<file path="src/rtl/tmul_pkg.sv">
// Shared sizing constants and FSM state type for the tile-multiplier
// accumulate-and-drain block.
package tmul_pkg;

    localparam int LANES = 8;
    localparam int C_W   = 64;
    localparam int ACC_W = 72;

    typedef enum logic {
        ACCUM = 1'b0,
        DRAIN = 1'b1
    } state_t;

endpackage

</file>
<file path="src/rtl/tmul_acc_lane.sv">
// One result lane: adds a zero-extended multiplier result into its accumulator,
// restarting from zero on the first tile of a group, and reports the carry-out.
module tmul_acc_lane #(
    parameter int C_W   = tmul_pkg::C_W,
    parameter int ACC_W = tmul_pkg::ACC_W
) (
    input  logic             clk,
    input  logic             rst,
    input  logic             load,
    input  logic             first,
    input  logic [C_W-1:0]   in_lane,
    output logic [ACC_W-1:0] acc,
    output logic             carry
);

    logic [ACC_W-1:0] base;
    logic [ACC_W:0]   sum;

    // The extra top bit of the sum is the modulo-2^ACC_W carry-out.
    always_comb begin
        base  = first ? '0 : acc;
        sum   = {1'b0, base} + (ACC_W + 1)'(in_lane);
        carry = sum[ACC_W];
    end

    always_ff @(posedge clk) begin
        if (rst) begin
            acc <= '0;
        end else if (load) begin
            acc <= sum[ACC_W-1:0];
        end
    end

endmodule

</file>
<file path="src/rtl/tmul_acc_drain.sv">
// Accumulates tile-multiplier results per lane across a group of tiles, then
// drains the lane sums one per handshake before accepting the next group.
module tmul_acc_drain
    import tmul_pkg::*;
#(
    parameter int LANES = tmul_pkg::LANES,
    parameter int C_W   = tmul_pkg::C_W,
    parameter int ACC_W = tmul_pkg::ACC_W
) (
    input  logic                     clk,
    input  logic                     rst,
    input  logic                     in_valid,
    input  logic [LANES*C_W-1:0]     in_c,
    input  logic                     in_last,
    output logic                     in_ready,
    output logic                     out_valid,
    output logic [ACC_W-1:0]         out_data,
    output logic [$clog2(LANES)-1:0] out_idx,
    output logic                     out_last,
    input  logic                     out_ready,
    output logic                     ovf
);

    localparam int IDX_W = $clog2(LANES);
    localparam logic [IDX_W-1:0] LAST_IDX = IDX_W'(LANES - 1);

    state_t           state;
    logic [IDX_W-1:0] idx;
    logic             first;
    logic             accept;
    logic [ACC_W-1:0] lane_acc [LANES];
    logic [LANES-1:0] lane_carry;

    assign accept = in_valid && in_ready;

    for (genvar g = 0; g < LANES; g++) begin : g_lane
        tmul_acc_lane #(
            .C_W   (C_W),
            .ACC_W (ACC_W)
        ) u_lane (
            .clk     (clk),
            .rst     (rst),
            .load    (accept),
            .first   (first),
            .in_lane (in_c[g*C_W +: C_W]),
            .acc     (lane_acc[g]),
            .carry   (lane_carry[g])
        );
    end

    // Handshake flags are registered alongside the state so they never depend
    // combinationally on the in_* ports.
    always_ff @(posedge clk) begin
        if (rst) begin
            state     <= ACCUM;
            idx       <= '0;
            first     <= 1'b1;
            ovf       <= 1'b0;
            in_ready  <= 1'b1;
            out_valid <= 1'b0;
            out_last  <= 1'b0;
        end else begin
            case (state)
                ACCUM: begin
                    if (in_valid) begin
                        first <= 1'b0;
                        ovf   <= (first ? 1'b0 : ovf) | (|lane_carry);
                        if (in_last) begin
                            state     <= DRAIN;
                            idx       <= '0;
                            in_ready  <= 1'b0;
                            out_valid <= 1'b1;
                            out_last  <= (LAST_IDX == '0);
                        end
                    end
                end
                DRAIN: begin
                    if (out_ready) begin
                        if (idx == LAST_IDX) begin
                            state     <= ACCUM;
                            idx       <= '0;
                            first     <= 1'b1;
                            in_ready  <= 1'b1;
                            out_valid <= 1'b0;
                            out_last  <= 1'b0;
                        end else begin
                            idx      <= idx + IDX_W'(1);
                            out_last <= ((idx + IDX_W'(1)) == LAST_IDX);
                        end
                    end
                end
                default: begin
                    state <= ACCUM;
                end
            endcase
        end
    end

    assign out_data = lane_acc[idx];
    assign out_idx  = idx;

endmodule

</file>
<file path="config.mk">
export PLATFORM = sky130hd
export DESIGN_NAME = tmul_acc_drain
export DESIGN_NICKNAME = d
export VERILOG_FILES = /design/src/rtl/tmul_pkg.sv /design/src/rtl/tmul_acc_lane.sv /design/src/rtl/tmul_acc_drain.sv
export SDC_FILE = /design/constraint.sdc
export NUM_CORES = 2
export LEC_CHECK = 0
export BUFFER_PORTS_ARGS = -buffer_cell sky130_fd_sc_hd__buf_2
export CAP_MARGIN = 20
export CORE_MARGIN = 3
export CORE_UTILIZATION = 56
export CTS_CLUSTER_DIAMETER = 30
export DETAILED_ROUTE_END_ITERATION = 12
export PLACE_DENSITY = 0.79
export SETUP_SLACK_MARGIN = 0.3
export SLEW_MARGIN = 10
export SYNTH_ARGS = -nofsm -noshare
export SYNTH_HDL_FRONTEND = slang
export SYNTH_HIERARCHICAL = 1
export SYNTH_SLANG_ARGS = --single-unit
</file>
<file path="constraint.sdc">
create_clock -name clk -period 4.3 [get_ports clk]
set_input_delay 0.215 -clock clk [delete_from_list [all_inputs] [get_ports clk]]
set_output_delay 0.215 -clock clk [all_outputs]
set_load 0.05 [all_outputs]
</file>
==> reports/metrics.cfg <==
[synth]
ys_seq_area_frac = 0.193
synth_top_area_share = 0.193
synth-edff-count = 0
synthArstFlopShare = 0
synth_largest_area_cell = dfxtp_1
synth_top_family_by_area = compound AO/OA/AOI/OAI gates
post_synth_num_cell_types = 116
synth_compound_area_frac = 0.234
synthMuxAreaShare = 0.120
synthSimpleGateAreaFrac = 0.233
syn_inst = 7736
syn_nets = 8776
synth_flop_cell = dfxtp_1
ys_ff_latch = 585
synth_area_per_cell_um2 = 7.85
synthXorXnorAreaFrac = 0.0622
synth_fa_ha_area_frac = 0.109
synth_area_leaders = dfxtp_1 (19%), ha_1 (11%), nor2b_1 (5.8%)
yosys_warnings = 6
syn_area_um2 = 60700

[floorplanning]
die_area_um2 = 112000
rows = 120
num_io_pins = 596
die_width_um = 335
die_h_um = 335
start_util = 0.566
core-area_um2 = 107000

[grt]
grtUsageMet2 = 0.611
met3_usage = 0.186
antenna_found_initial = 58
met1_usage = 0.641
grt-ovfl-total = 0
grt_use_total = 0.464
grt_pass1_wl_um = 393000
busiest_layer = met1
grt_pass1_vias = 62300
grt_max_degree = 163

[clock_tree]
path_clk_slew_ns = 0.04
cts.sinks = 585
clockBufferDepth = 3
clk_latency_ns = 0.80
htree_levels = 4
root_buffer = clkbuf_16
cts_inserted_buffers = 173
cts_tree = done

[placement]
dp.final_hpwl_um = 219000
port_buffers = 595
gp_congestion = 1.12

[worst_setup_path]
cp_data_required_time_ns = 5.02
crit_type = flop to flop
critical_path_peak_fanout = 15
end_kind = flop
worstPathArrival_ns = 4.81
cp-start-kind = flop

[cells_and_area]
fin_nets = 9755
area_delta_synth_final_pct = 24.6
mostFrequentLayoutCells = nor2_1 (713), nand2_1 (675), a21oi_1 (664)
final_common_cell = nor2_1
drive_gt1_frac = 0.224

[flow_run]
maxCapViolations = 0

[timing]
slew_viol_final = 0
hold_violations = 0
period_share = 0.952
fin_worst_hold_slack_ns = 0.0413
max_freq_mhz = 244
final-setup-viol-count = 0
tightest_slew_ns = 1.07
post-route-min-period_ns = 4.10
slew-limit-headroom = 0.285
fin_skew_ns = 0.0388
grt_setup_unrepaired = true

[route]
ant_nets = 0
drc = 0
routedWlPerCell_um = 26.7
vias = 67600
drt_iter0_drc = 8961
first_pass_iters = 9
viasPerCell = 6.58
wirelength_um = 274000

[power]
cellLeakagePower_uw = 0.0335
power_uw = 26700
power.density_nw_per_um2 = 353
ir_worst_vdd_uv = 441

[run_status]
outcome = finished, final reports clean

[hold_path]
hp-class = input port to flop

area by class of cell:
| class | instances | area, um2 |
|---|---|---|
| Tap cell | 1403 | 1760 |
| Multi-Input combinational cell | 6502 | 46700 |
| Clock inverter | 99 | 1350 |
| Fill cell | 8783 | 31700 |
| Clock buffer | 219 | 4780 |
| Inverter | 182 | 683 |
| Timing Repair Buffer | 1271 | 8610 |
| Sequential cell | 585 | 11700 |
| Antenna cell | 17 | 42.5 |
cells in the mapped netlist (173+ instances only):
cell      number
a21oi_1      682
nor2b_1      564
a21o_1       246
nand4_1      212
mux2i_1      317
dfxtp_1      585
xor2_1       173
xnor2_1      258
inv_1        180
ha_1         515
o21ai_0      442
clkbuf_1     309
nand2_1      675
nor2_1       713
cells by family after synthesis:
family,count (synthesis)
compound gates,2212
flops,585
fa+ha+maj,523
simple gates,2797
buf+inv,649
xor+xnor,431
mux,539
per-layer routing:
metal	share of wire	vias to the layer above
li1	-	30500
met1	0.40	32100
met2	0.38	4413
met3	0.16	678
met4	0.061	24
met5	0.00062	-
repair_timing:
action                     CTS  global route
cloned                       0             5
hold endpoints to repair   106             0
hold buffers                57             0
buffers inserted             3            10
setup endpoints to repair  102           152
gates resized for setup     30           144
pin swaps                    1            21
where the power goes:
part / leakage [uW] / switching (uW) / internal (uW) / total (uW)
Sequential: 0.00481 / 896 / 5890 / 6790
Clock: 0.00299 / 4130 / 9370 / 13500
Combinational: 0.0257 / 3820 / 2630 / 6450
critical path, stage by stage (launching register included):
cell and delay (ns):
dfxtp_4 0.34, buf_12 0.16, buf_16 0.18, nor2b_1 0.17
ha_1 0.22, fa_1 0.22, a21oi_1 0.11, nand4b_1 0.20
a21oi_1 0.21, o21ai_1 0.15, o21a_1 0.25, o31a_1 0.31
a31o_2 0.28, o21ai_4 0.23, nor3b_1 0.30, buf_4 0.20
nor4_4 0.05, buf_4 0.15, a21o_1 0.16, a21oi_1 0.12
stage by stage:
step                      utilization  instances  cell area, um2  setup slack (ns)  setup TNS, ns
after floorplan                     -       7736           60700             0.322              0
after global placement          0.632       9867           67800            -0.288         -0.288
after global routing            0.705      10300           75600             0.127              0
final                           0.705      10300           75700             0.205              0
after detailed placement        0.632       9867           67800            -0.308         -0.308
after CTS                       0.696      10200           74700             0.167              0
path summary, 6_finish.rpt:
| kind | cells past startpoint | from | slack [ns] | endpoint |
|---|---|---|---|---|
| max | 19 | first | 0.20 | ovf |
| min | 4 | in_c[121] | 0.04 | g_lane[1].u_lane/acc[57] |
| max reg2reg | 19 | first | 0.20 | ovf |
| min reg2reg | 2 | out_valid | 0.47 | out_valid |
sequential cells by signal (all words and copies together) (netlist names):
register and flops:
g_lane.u_lane/acc 576, out_idx 3, first 1, in_ready 1
out_last 1, out_valid 1, ovf 1, state 1
Power figures use the tool's default switching activity.
